### src/rtl/rtdc_disp_scan.sv
// Time-multiplexed 6-digit 7-segment scanner for the RTDC clock.
// Time is latched once per frame, with anti-ghost blanking, hour-tens zero blanking and a blinking colon.
module rtdc_disp_scan #(
    parameter int SCAN_DIV   = 50000,
    parameter int BLANK_CYC  = 16,
    parameter bit ACTIVE_LOW = 1'b1
) (
    input  logic       clk,
    input  logic       rst,
    input  logic [6:0] HRM,
    input  logic [6:0] HRL,
    input  logic [6:0] MIN_M,
    input  logic [6:0] MIN_L,
    input  logic [6:0] SEC_M,
    input  logic [6:0] SEC_L,
    input  logic       lz_blank,
    input  logic       colon_tick,
    output logic [6:0] seg,
    output logic [5:0] dig_en,
    output logic       colon,
    output logic       frame_start
);

    localparam int             CNT_W     = (SCAN_DIV > 1) ? $clog2(SCAN_DIV) : 1;
    localparam logic [CNT_W-1:0] CNT_LAST  = CNT_W'(SCAN_DIV - 1);
    localparam logic [CNT_W-1:0] CNT_BLANK = CNT_W'(BLANK_CYC);
    localparam logic [2:0]     IDX_LAST  = 3'd5;
    localparam logic [6:0]     ZERO_CODE = 7'h3F;
    // Off levels double as the XOR masks that apply pin polarity.
    localparam logic [6:0]     SEG_OFF   = {7{ACTIVE_LOW}};
    localparam logic [5:0]     DIG_OFF   = {6{ACTIVE_LOW}};
    localparam logic           COLON_OFF = ACTIVE_LOW;

    typedef enum logic {
        PH_BLANK = 1'b0,
        PH_SHOW  = 1'b1
    } phase_t;

    logic [CNT_W-1:0] cnt_r;
    logic [2:0]       idx_r;
    logic [6:0]       shadow_r [6];
    logic             colon_r;

    logic [CNT_W-1:0] cnt_nxt_s;
    logic [2:0]       idx_nxt_s;
    logic             slot_end_s;
    logic             frame_end_s;
    logic [6:0]       cur_code_s;
    logic [5:0]       dig_sel_s;
    logic             lz_hide_s;
    phase_t           phase_s;
    logic [6:0]       seg_log_s;
    logic [5:0]       dig_log_s;
    logic             colon_nxt_s;
    logic             frame_first_s;

    // Slot counter and digit index next-state.
    always_comb begin
        cnt_nxt_s   = cnt_r;
        idx_nxt_s   = idx_r;
        slot_end_s  = (cnt_r == CNT_LAST);
        frame_end_s = slot_end_s && (idx_r == IDX_LAST);
        if (slot_end_s) begin
            cnt_nxt_s = '0;
            if (idx_r == IDX_LAST) begin
                idx_nxt_s = 3'd0;
            end else begin
                idx_nxt_s = idx_r + 3'd1;
            end
        end else begin
            cnt_nxt_s = cnt_r + CNT_W'(1);
            idx_nxt_s = idx_r;
        end
    end

    // Slot counter and digit index registers.
    always_ff @(posedge clk or negedge rst) begin
        if (!rst) begin
            cnt_r <= '0;
            idx_r <= 3'd0;
        end else begin
            cnt_r <= cnt_nxt_s;
            idx_r <= idx_nxt_s;
        end
    end

    // Frame-coherent snapshot of the time, taken on the last cycle of a frame.
    always_ff @(posedge clk or negedge rst) begin
        if (!rst) begin
            for (int i = 0; i < 6; i++) begin
                shadow_r[i] <= 7'h00;
            end
        end else if (frame_end_s) begin
            shadow_r[0] <= SEC_L;
            shadow_r[1] <= SEC_M;
            shadow_r[2] <= MIN_L;
            shadow_r[3] <= MIN_M;
            shadow_r[4] <= HRL;
            shadow_r[5] <= HRM;
        end
    end

    // Digit select and code for the current slot.
    always_comb begin
        cur_code_s = 7'h00;
        dig_sel_s  = 6'b000000;
        case (idx_r)
            3'd0: begin cur_code_s = shadow_r[0]; dig_sel_s = 6'b000001; end
            3'd1: begin cur_code_s = shadow_r[1]; dig_sel_s = 6'b000010; end
            3'd2: begin cur_code_s = shadow_r[2]; dig_sel_s = 6'b000100; end
            3'd3: begin cur_code_s = shadow_r[3]; dig_sel_s = 6'b001000; end
            3'd4: begin cur_code_s = shadow_r[4]; dig_sel_s = 6'b010000; end
            3'd5: begin cur_code_s = shadow_r[5]; dig_sel_s = 6'b100000; end
            default: begin cur_code_s = 7'h00; dig_sel_s = 6'b000000; end
        endcase
    end

    // Phase decode: the hour-tens zero blanks the entire slot, not just its SHOW part.
    always_comb begin
        phase_s       = PH_SHOW;
        seg_log_s     = 7'h00;
        dig_log_s     = 6'b000000;
        lz_hide_s     = lz_blank && (idx_r == IDX_LAST) && (shadow_r[5] == ZERO_CODE);
        frame_first_s = (idx_r == 3'd0) && (cnt_r == '0);
        if ((cnt_r < CNT_BLANK) || lz_hide_s || (dig_sel_s == 6'b000000)) begin
            phase_s = PH_BLANK;
        end else begin
            phase_s = PH_SHOW;
        end
        case (phase_s)
            PH_SHOW: begin
                seg_log_s = cur_code_s;
                dig_log_s = dig_sel_s;
            end
            PH_BLANK: begin
                seg_log_s = 7'h00;
                dig_log_s = 6'b000000;
            end
            default: begin
                seg_log_s = 7'h00;
                dig_log_s = 6'b000000;
            end
        endcase
    end

    // Colon toggle; the pin follows the toggled value so it moves one cycle after the tick.
    always_comb begin
        colon_nxt_s = colon_r ^ colon_tick;
    end

    // Colon state register.
    always_ff @(posedge clk or negedge rst) begin
        if (!rst) begin
            colon_r <= 1'b0;
        end else begin
            colon_r <= colon_nxt_s;
        end
    end

    // Registered, polarity-adjusted pin drivers.
    always_ff @(posedge clk or negedge rst) begin
        if (!rst) begin
            seg         <= SEG_OFF;
            dig_en      <= DIG_OFF;
            colon       <= COLON_OFF;
            frame_start <= 1'b0;
        end else begin
            seg         <= seg_log_s ^ SEG_OFF;
            dig_en      <= dig_log_s ^ DIG_OFF;
            colon       <= colon_nxt_s ^ COLON_OFF;
            frame_start <= frame_first_s;
        end
    end

endmodule
### config.mk
export PLATFORM = sky130hd
export DESIGN_NAME = rtdc_disp_scan
export DESIGN_NICKNAME = d
export VERILOG_FILES = /design/src/rtl/rtdc_disp_scan.sv
export SDC_FILE = /design/constraint.sdc
export NUM_CORES = 1
export LEC_CHECK = 0
export CORE_ASPECT_RATIO = 0.7
export CORE_MARGIN = 2
export CORE_UTILIZATION = 35
export CTS_CLUSTER_SIZE = 20
export DETAILED_ROUTE_END_ITERATION = 7
export DONT_BUFFER_PORTS = 1
export MAX_ROUTING_LAYER = met4
export PLACE_DENSITY_LB_ADDON = 0.3
export SKIP_CTS_REPAIR_TIMING = 1
export SYNTH_ARGS = -nofsm -noshare
export SYNTH_HDL_FRONTEND = slang
export SYNTH_SLANG_ARGS = --single-unit
export TNS_END_PERCENT = 100
### constraint.sdc
create_clock -name clk -period 3.5 [get_ports clk]
set_clock_uncertainty 0.05 [all_clocks]
set_input_delay 0.525 -clock clk [delete_from_list [all_inputs] [get_ports clk]]
set_output_delay 0.525 -clock clk [all_outputs]
set_load 0.05 [all_outputs]
==> results.py <==
metrics = {
    "worst_setup_path": {
        "cp.required_ns": 3.65,
        "cp_num_buf_inv": 1,
        "regToRegSetupSlack_ns": 0.90,
        "path_class": "flop to flop",
        "slowest_delay_ns": 0.57,
        "slowest_stage": "or4_4",
        "critPathTopFamily": "simple AND/OR/NAND/NOR gates",
        "critPathMaxFanout": 24,
        "start_kind": "flop",
        "cp.arrival_ns": 2.76,
        "endpoint_kind": "flop",
        "path_cells": "or4_4 -> nor4_4 -> and3_2 -> buf_12 -> mux2_1",
    },
    "cells_and_area": {
        "mostFrequentLayoutCell": "dfrtp_1",
        "ff_latch_area_sq_um": 1940,
        "finalNetCount": 326,
        "layout-drive-gt1-share_pct": 16.0,
        "multi_input_area_sq_um": 1350,
        "syn2layout_area_growth_pct": 14.4,
        "final_util_pct": 40.7,
        "final_cell_mix": "dfrtp_1 (63), mux2_1 (40), nor2_1 (17)",
        "nFillCells": 925,
        "final_cell_area_sq_um": 3890,
    },
    "clock_tree": {
        "cts_tree": "yes",
        "cts.sinks": 77,
        "insertion_delay_ns": 0.33,
        "cts_buffer_depth": 2,
        "clkTransAtPathRegs_ns": 0.06,
        "cts_root_buffer": "clkbuf_16",
        "htree_levels": 3,
        "cts_made_buffers": 9,
    },
    "logic_synthesis": {
        "ys_seq_elements": 77,
        "ys_top_cells_by_area": "dfrtp_1 (46%), mux2_1 (13%), dfstp_2 (11%), mux2i_1 (2.9%), xor2_1 (2.6%)",
        "synth.largest_area_cell": "dfrtp_1",
        "avgSynthCellArea_sq_um": 12.4,
        "synth_flop_cell": "dfrtp_1",
        "yosysSeqAreaShare_pct": 57.1,
        "synth_nets": 324,
        "ys_warn_count": 0,
        "synthesis.area_sq_um": 3400,
        "netlist_instances": 275,
        "synthDistinctLibCells": 37,
        "async_reset_ff_share_pct": 100,
        "synth-edff-count": 0,
        "synth_top_area_share_pct": 46.3,
    },
    "global_routing": {
        "antenna_found_initial": 5,
        "grt_start_max_net_pins": 78,
        "grtUsageMet3_pct": 6.18,
        "grtUsageTotal_pct": 15.4,
        "met2_usage_pct": 20.6,
        "busiest_layer": "met1",
        "grtUsageMet1_pct": 21.4,
        "grt_pass1_wl_um": 11600,
        "first_global_vias": 2097,
        "grt-ovfl-total": 0,
    },
    "placed_design": {
        "placed_cell_area_sq_um": 3520,
        "portBuffers": 0,
        "place_hpwl_um": 5020,
        "gp_congestion": 0.795,
    },
    "die": {
        "io_pins": 61,
        "coreArea_sq_um": 9570,
        "die_w_um": 122,
        "start_util_pct": 35.6,
        "dieHeight_um": 86.5,
        "num_rows": 30,
        "die_area_sq_um": 10500,
    },
    "sta": {
        "maxSlewViolCount": 0,
        "finalCritPeriodShare_pct": 74.4,
        "finalSetupTns_ns": 0,
        "worst-slew-pin-transition_ns": 0.761,
        "rsz0062_at_grt": "no",
        "max_freq_mhz": 384,
        "relSlewSlack_pct": 49.1,
        "finalHoldViolations": 0,
        "period_minus_slack_ns": 2.60,
        "finalSetupViolCount": 0,
    },
    "run_status": {
        "outcome": "completed",
    },
    "power_and_ir_drop": {
        "finalPower_uw": 1970,
        "p_per_area_nw_per_um2": 506,
        "p_leak_uw": 0.00177,
        "ir_drop_mv": 0.335,
    },
    "route": {
        "wire_per_inst_um": 17.4,
        "vias": 2058,
        "vias_per_cell": 4.96,
        "drc": 0,
        "drt-pass1-iter-count": 4,
        "finalWirelength_um": 7240,
        "initialDrtViolationCount": 115,
        "ant_nets": 0,
    },
    "hold_path": {
        "worstHoldPathType": "primary input to async pin",
    },
    "job": {
        "max_cap_violations": 0,
    },
}
path summary, 6_finish.rpt:
kind                                  from            to  cells after the start
worst min-delay path                   rst  shadow_r[13]                      1
max in group asynchronous              rst        seg[0]                      1
worst max register to register   cnt_r[11]  shadow_r[28]                      5
worst max-delay path             cnt_r[11]  shadow_r[28]                      5
worst min register to register     colon_r       colon_r                      1
min in group clk                colon_tick       colon_r                      1
report_power, final:
group          total [uW]  switching, uW  internal (uW)
Sequential            935           26.3            908
Clock                1010            347            661
Combinational        30.0           22.2           7.73
flip-flops by register name, indices dropped and copies added, names as in the netlist:
name,cells
cnt_r,16
shadow_r,42
seg,7
colon_r,1
idx_r,3
dig_en,6
colon,1
frame_start,1
synth_stat cells (6+ instances only):
master and number:
nand3_1 9, xor2_1 10, mux2i_1 10, inv_1 6, dfrtp_1 63, a22oi_1 6, nand2_1 15, mux2_1 40
dfstp_2 14, nor2_1 17, clkbuf_1 8, o21ai_0 15
layer usage:
layer  share of wire (%)  wire, um
met5                   0         0
met4                0.84        61
met3                 6.8       494
met2                  42      3060
met1                  50      3630
area by class of cell:
type,instances,area share (%)
flip-flops and latches,77,49.9
clock inverters,4,1.80
clock buffers,12,6.59
repair buffers,6,2.06
well taps,128,4.11
diodes,5,0.321
inverters,6,0.578
multi-input cells,177,34.6
kinds of logic after synthesis:
logic type	count (synthesis)	share of synthesized area [%]
AOI/OAI and AO/OA	27	4.59
xor gates and xnor gates	14	3.60
adders and majority gates	3	1.10
buffers and inverters	21	3.31
DFF	77	57.1
muxes	54	17.8
and+or+nand+nor	79	12.5
worst register-to-register path, delay by kind of cell (launching register included):
| family | cells | cell delay (ns) |
|---|---|---|
| DFF | 1 | 0.41 |
| buffers and inverters | 1 | 0.26 |
| and+or+nand+nor | 3 | 1.39 |
| muxes | 1 | 0.37 |
metrics by stage:
stage                     cells  hold slack (ns)  setup WS (ns)
after floorplan             275            0.179           1.22
after global placement      392            0.181          0.951
after detailed placement    392            0.182          0.891
after CTS                   408           -0.182          0.871
after global routing        415           0.0233          0.764
final                       415          0.00911          0.897
Note: power is estimated with default switching activity, not from simulation.
